## config.mk

```make
export PLATFORM = sky130hd
export DESIGN_NAME = instr_loader_flat
export DESIGN_NICKNAME = d
export VERILOG_FILES = /design/src/rtl/instr_loader_if.sv /design/src/rtl/instr_loader.sv /design/src/flat_wrapper.sv
export SDC_FILE = /design/constraint.sdc
export NUM_CORES = 1
export LEC_CHECK = 0
export ABC_AREA = 1
export CELL_PAD_IN_SITES_DETAIL_PLACEMENT = 1
export CELL_PAD_IN_SITES_GLOBAL_PLACEMENT = 1
export CORE_MARGIN = 1.5
export CORE_UTILIZATION = 25
export DETAILED_ROUTE_END_ITERATION = 12
export GPL_ROUTABILITY_DRIVEN = 0
export PLACE_DENSITY = 0.62
export SLEW_MARGIN = 25
export SYNTH_ARGS = -nofsm -noshare
export SYNTH_HDL_FRONTEND = slang
export SYNTH_SLANG_ARGS = --single-unit
```

## constraint.sdc

```tcl
create_clock -name clock -period 2 [get_ports clock]
set_input_delay 0.3 -clock clock [delete_from_list [all_inputs] [get_ports clock]]
set_output_delay 0.3 -clock clock [all_outputs]
set_load 0.01 [all_outputs]
```

## src/rtl/instr_loader_if.sv

```systemverilog
// instr_loader_if: byte stream in and instruction memory write bus out of the program loader
//   byteIn/byteValid/byteReady : valid/ready byte stream into the loader
//   memAddy/memData/memWrite   : one-cycle word write strobe into instruction memory
//   master = stream source / memory side, slave = loader side
interface instr_loader_if;
  logic [7:0] byteIn;
  logic byteValid;
  logic byteReady;
  logic [9:0] memAddy;
  logic [31:0] memData;
  logic memWrite;
  modport master (output byteIn, byteValid, input byteReady, memAddy, memData, memWrite);
  modport slave (input byteIn, byteValid, output byteReady, memAddy, memData, memWrite);
endinterface

```

## src/rtl/instr_loader.sv

```systemverilog
// instr_loader: packs a byte stream MSB-first into 32-bit words and writes them to instruction memory
//   clock, reset_n (async active-low)
//   start, baseAddy, loadLength : load request, sampled only in IDLE
//   bus (slave)                  : byte stream handshake and memory write strobe
//   cpuStall, busy               : high while a load is in progress
//   done, error                  : one-cycle completion / rejection (or checksum failure) pulses
//   INSTR_LOADER_CHECKSUM_EN     : when defined, one XOR checksum byte follows the data
module instr_loader (
  input  logic clock,
  input  logic reset_n,
  input  logic start,
  input  logic [9:0] baseAddy,
  input  logic [10:0] loadLength,
  instr_loader_if.slave bus,
  output logic cpuStall,
  output logic busy,
  output logic done,
  output logic error
);
`ifdef INSTR_LOADER_CHECKSUM_EN
  typedef enum logic [2:0] {IDLE, RECV, WRITE, CHECK, DONE} state_t;
  logic [7:0] csum;
`else
  typedef enum logic [2:0] {IDLE, RECV, WRITE, DONE} state_t;
`endif
  state_t state;
  logic [9:0] addr;
  logic [10:0] len, words;
  logic [1:0] bcnt;
  logic [23:0] part;
  assign cpuStall = busy;
  always_ff @(posedge clock or negedge reset_n) begin
    if (!reset_n) begin
      state <= IDLE;
      addr <= '0;
      len <= '0;
      words <= '0;
      bcnt <= '0;
      part <= '0;
      bus.byteReady <= 1'b0;
      bus.memAddy <= '0;
      bus.memData <= '0;
      bus.memWrite <= 1'b0;
      busy <= 1'b0;
      done <= 1'b0;
      error <= 1'b0;
`ifdef INSTR_LOADER_CHECKSUM_EN
      csum <= '0;
`endif
    end else begin
      done <= 1'b0;
      error <= 1'b0;
      bus.memWrite <= 1'b0;
      case (state)
        IDLE: if (start) begin
          if (loadLength == 11'd0 || loadLength > 11'd1024) error <= 1'b1;
          else begin
            addr <= baseAddy;
            len <= loadLength;
            words <= '0;
            bcnt <= '0;
            bus.byteReady <= 1'b1;
            busy <= 1'b1;
            state <= RECV;
`ifdef INSTR_LOADER_CHECKSUM_EN
            csum <= '0;
`endif
          end
        end
        RECV: if (bus.byteValid) begin
          bcnt <= bcnt + 2'd1;
          part <= {part[15:0], bus.byteIn};
`ifdef INSTR_LOADER_CHECKSUM_EN
          csum <= csum ^ bus.byteIn;
`endif
          // the 4th byte completes the word; address and data are latched together so they stay put
          if (bcnt == 2'd3) begin
            bus.memData <= {part, bus.byteIn};
            bus.memAddy <= addr;
            bus.memWrite <= 1'b1;
            bus.byteReady <= 1'b0;
            words <= words + 11'd1;
            state <= WRITE;
          end
        end
        WRITE: if (words == len) begin
`ifdef INSTR_LOADER_CHECKSUM_EN
          bus.byteReady <= 1'b1;
          state <= CHECK;
`else
          done <= 1'b1;
          state <= DONE;
`endif
        end else begin
          addr <= addr + 10'd1;
          bus.byteReady <= 1'b1;
          state <= RECV;
        end
`ifdef INSTR_LOADER_CHECKSUM_EN
        CHECK: if (bus.byteValid) begin
          bus.byteReady <= 1'b0;
          if (bus.byteIn == csum) begin
            done <= 1'b1;
            state <= DONE;
          end else begin
            error <= 1'b1;
            busy <= 1'b0;
            state <= IDLE;
          end
        end
`endif
        DONE: begin
          busy <= 1'b0;
          state <= IDLE;
        end
        default: state <= IDLE;
      endcase
    end
  end
endmodule

```

## src/flat_wrapper.sv

```systemverilog
// flat-port wrapper written by rule: the top's interface ports become plain ports
module instr_loader_flat 
  (clock, reset_n, start, baseAddy, loadLength, cpuStall, busy, done, error, bus_byteIn, bus_byteValid, bus_byteReady, bus_memAddy, bus_memData, bus_memWrite);
  instr_loader_if bus_i ();
  input  logic clock;
  input  logic reset_n;
  input  logic start;
  input  logic [9:0] baseAddy;
  input  logic [10:0] loadLength;
  output logic cpuStall;
  output logic busy;
  output logic done;
  output logic error;
  input wire logic [$bits(bus_i.byteIn)-1:0] bus_byteIn;
  input wire logic [$bits(bus_i.byteValid)-1:0] bus_byteValid;
  output wire logic [$bits(bus_i.byteReady)-1:0] bus_byteReady;
  output wire logic [$bits(bus_i.memAddy)-1:0] bus_memAddy;
  output wire logic [$bits(bus_i.memData)-1:0] bus_memData;
  output wire logic [$bits(bus_i.memWrite)-1:0] bus_memWrite;
  assign bus_i.byteIn = bus_byteIn;
  assign bus_i.byteValid = bus_byteValid;
  assign bus_byteReady = bus_i.byteReady;
  assign bus_memAddy = bus_i.memAddy;
  assign bus_memData = bus_i.memData;
  assign bus_memWrite = bus_i.memWrite;
  instr_loader u_core (.clock(clock), .reset_n(reset_n), .start(start), .baseAddy(baseAddy), .loadLength(loadLength), .bus(bus_i), .cpuStall(cpuStall), .busy(busy), .done(done), .error(error));
endmodule
```

==> flow_metrics.tcl <==
set metrics [dict create \
    place_area_sq_mm 0.00599 \
    worstPathMaxFanout 6 \
    postLayoutCellArea_sq_mm 0.00627 \
    maxCapViolCount 0 \
    initial_core_util_pct 25.7 \
    clkTransAtPathRegs_ns 0.07 \
    critical_path_arrival_ns 2.00 \
    grt_usage_pct 13.4 \
    synth-seq-cells 107 \
    root_buffer "clkbuf_16" \
    chipHeight_um 143 \
    placedCellCount 912 \
    rsz0062_at_grt "no" \
    ys_warn_count 0 \
    cts_tree "built" \
    drt_pass1_iterations 4 \
    final_cell_mix "nand2_1, dfrtp_1, clkdlybuf4s50_1, inv_1, o21ai_0" \
    cp-end-kind "flip-flop" \
    wirelength_um 12800 \
    period_share_pct 86.3 \
    tightest_slew_ns 0.457 \
    antenna_found_initial 0 \
    maxSlewHeadroom_pct 69.5 \
    postSynthCellCount 586 \
    hold_viol_final 0 \
    ios 81 \
    final_util_pct 33.1 \
    viasPerCell 4.31 \
    grt_start_max_net_pins 54 \
    slew_violations 0 \
    synth_area_per_cell_sq_um 8.33 \
    yosysUniqueCellTypes 32 \
    ys.flop_type "dfrtp_1" \
    htree_levels 3 \
    antenna_cells 0 \
    layout_commonest_cell "nand2_1" \
    cts_buffer_depth 2 \
    core_area_sq_mm 0.0190 \
    clkLatencyLatePin_ns 0.35 \
    post_cts_resized 0 \
    fin_nets 700 \
    skew_ns 0.00642 \
    numCtsBuffers 9 \
    die_area_sq_mm 0.0204 \
    status "finished, final reports clean" \
    wl_per_cell_um 13.8 \
    cts_setup_buffers 0 \
    grt_pass1_vias 4248 \
    peakVddDrop_mv 0.467 \
    ant_nets 0 \
    yosysSeqAreaShare_pct 54.9 \
    timing.hold.ws_ns 0.453 \
    vias 4003 \
    power_density_mw_per_mm2 1360 \
    cp.depth 7 \
    r2r_start "u_core.words[1]" \
    fmax_ghz 0.579 \
    dp_hpwl_um 9420 \
    finalSetupViolations 0 \
    synth_edf_count 0 \
    n_fill_cell 2256 \
    grt_first_pass_wirelength_um 21500 \
    crit_required_ns 2.28 \
    crit_path_cell_trace "ha_1 -> nand4_1 -> nor2_1 -> nand2_1 -> o21ai_0 -> nand3_1 -> o21ai_1" \
    cp_top_family "simple AND/OR/NAND/NOR gates" \
    crit_path_max_incr_delay_ns 0.47 \
    layout_min_cycle_time_ns 1.73 \
    fp-row-count 50 \
    crit_buf_inv 0 \
    slowest_stage "dfrtp_1" \
    finalNonFillerCells 928 \
    die_w_um 143 \
    startpoint "u_core.words[1]" \
    p_leak_nw 2.95 \
    area_growth_pct 28.5 \
    min_path_type "primary input to asynchronous set/reset pin" \
    synth_nets 622 \
    syn_area_sq_mm 0.00488 \
    startpoint_type "flip-flop" \
    ff2ff_path_depth 7 \
    initialDrtViolationCount 172 \
    drive_gt1_share_pct 6.74 \
    drc 0 \
    synthArstFlopShare_pct 100 \
    grt_overflow 0 \
    cts_sinks 107 \
    critPathKind "flip-flop to flip-flop" \
    io_buffers 80 \
]
## state kept, by name, indices dropped and copies added (netlist names)
register and cells:
u_core.addr 10, u_core.bcnt 2, u_core.bus.byteReady 1, u_core.bus.memAddy 10, u_core.bus.memData 32, u_core.bus.memWrite 1
u_core.busy 1, u_core.done 1, u_core.error 1, u_core.len 11, u_core.part 24, u_core.state 2
u_core.words 11
## area by class of cell
class	count	area (sq um)	area share (%)
sequential	107	2680	42.7
multi-input combinational	385	1790	28.6
inverter	69	260	4.15
clock inverter	6	50.0	0.798
timing repair buffer	92	941	15.0
tap	260	325	5.19
clock buffer	9	225	3.59
## synth_stat cells, drive strengths merged, types with 2 or more instances
cell    count  area [sq um]
o21ai      94           470
dfrtp     107          2680
clkbuf      6          22.5
o211ai      2          15.0
ha          3          37.5
inv        68           255
xnor2       8          70.1
nand3      40           220
nand4       4          25.0
nand2     196           748
a21oi       4          20.0
buf        19           129
o21bai      2          18.8
nor2       25           114
## cell families after synthesis
kind of cell    count (synthesis)  share of synthesized area [%]
simple gates                  269                           23.3
mux                             1                          0.205
flops                         107                           54.9
xor+xnor                        8                           1.44
buf+inv                        94                           8.43
fa+ha+maj                       3                          0.769
compound gates                104                           11.0
## power by group
group	total (mW)	internal, mW	leakage, nW	switching [mW]
sequential	3.60	2.99	1.39	0.616
clock	1.70	0.855	0.134	0.847
combinational	3.25	1.47	1.43	1.78
## final timing paths
check,to,slack (ns)
worst max-delay path,u_core.words[10],0.27
worst min-delay path,u_core.bus.memAddy[5],0.45
worst max register to register,u_core.words[10],0.27
worst min register to register,u_core.bus.memData[24],0.48
max in group asynchronous,u_core.bus.memData[27],0.92
min in group clock,u_core.bus.memData[24],0.48
## per-stage QoR
| stage | setup slack (ns) | setup TNS [ns] | power [mW] |
|---|---|---|---|
| floorplan | 0.617 | 0 | 5.43 |
| global placement | -0.0189 | -0.128 | 6.82 |
| detailed placement | -0.0849 | -0.630 | 6.96 |
| CTS | 0.255 | 0 | 8.72 |
| global route | 0.0589 | 0 | 9.31 |
| finish | 0.273 | 0 | 8.56 |
## routing by layer
layer | part of all wire, % | track usage [%]
met5 | 0 | 0
met4 | 1.7 | 4.56
met3 | 4.0 | 2.82
met2 | 45 | 21.2
met1 | 49 | 18.3
## repair_timing
| item | 4_1_cts | 5_1_grt |
|---|---|---|
| hold endpoints to repair | 27 | 0 |
| setup endpoints to repair | 0 | 0 |
| hold buffers | 1 | 0 |
(Power assumes the default switching activity.)
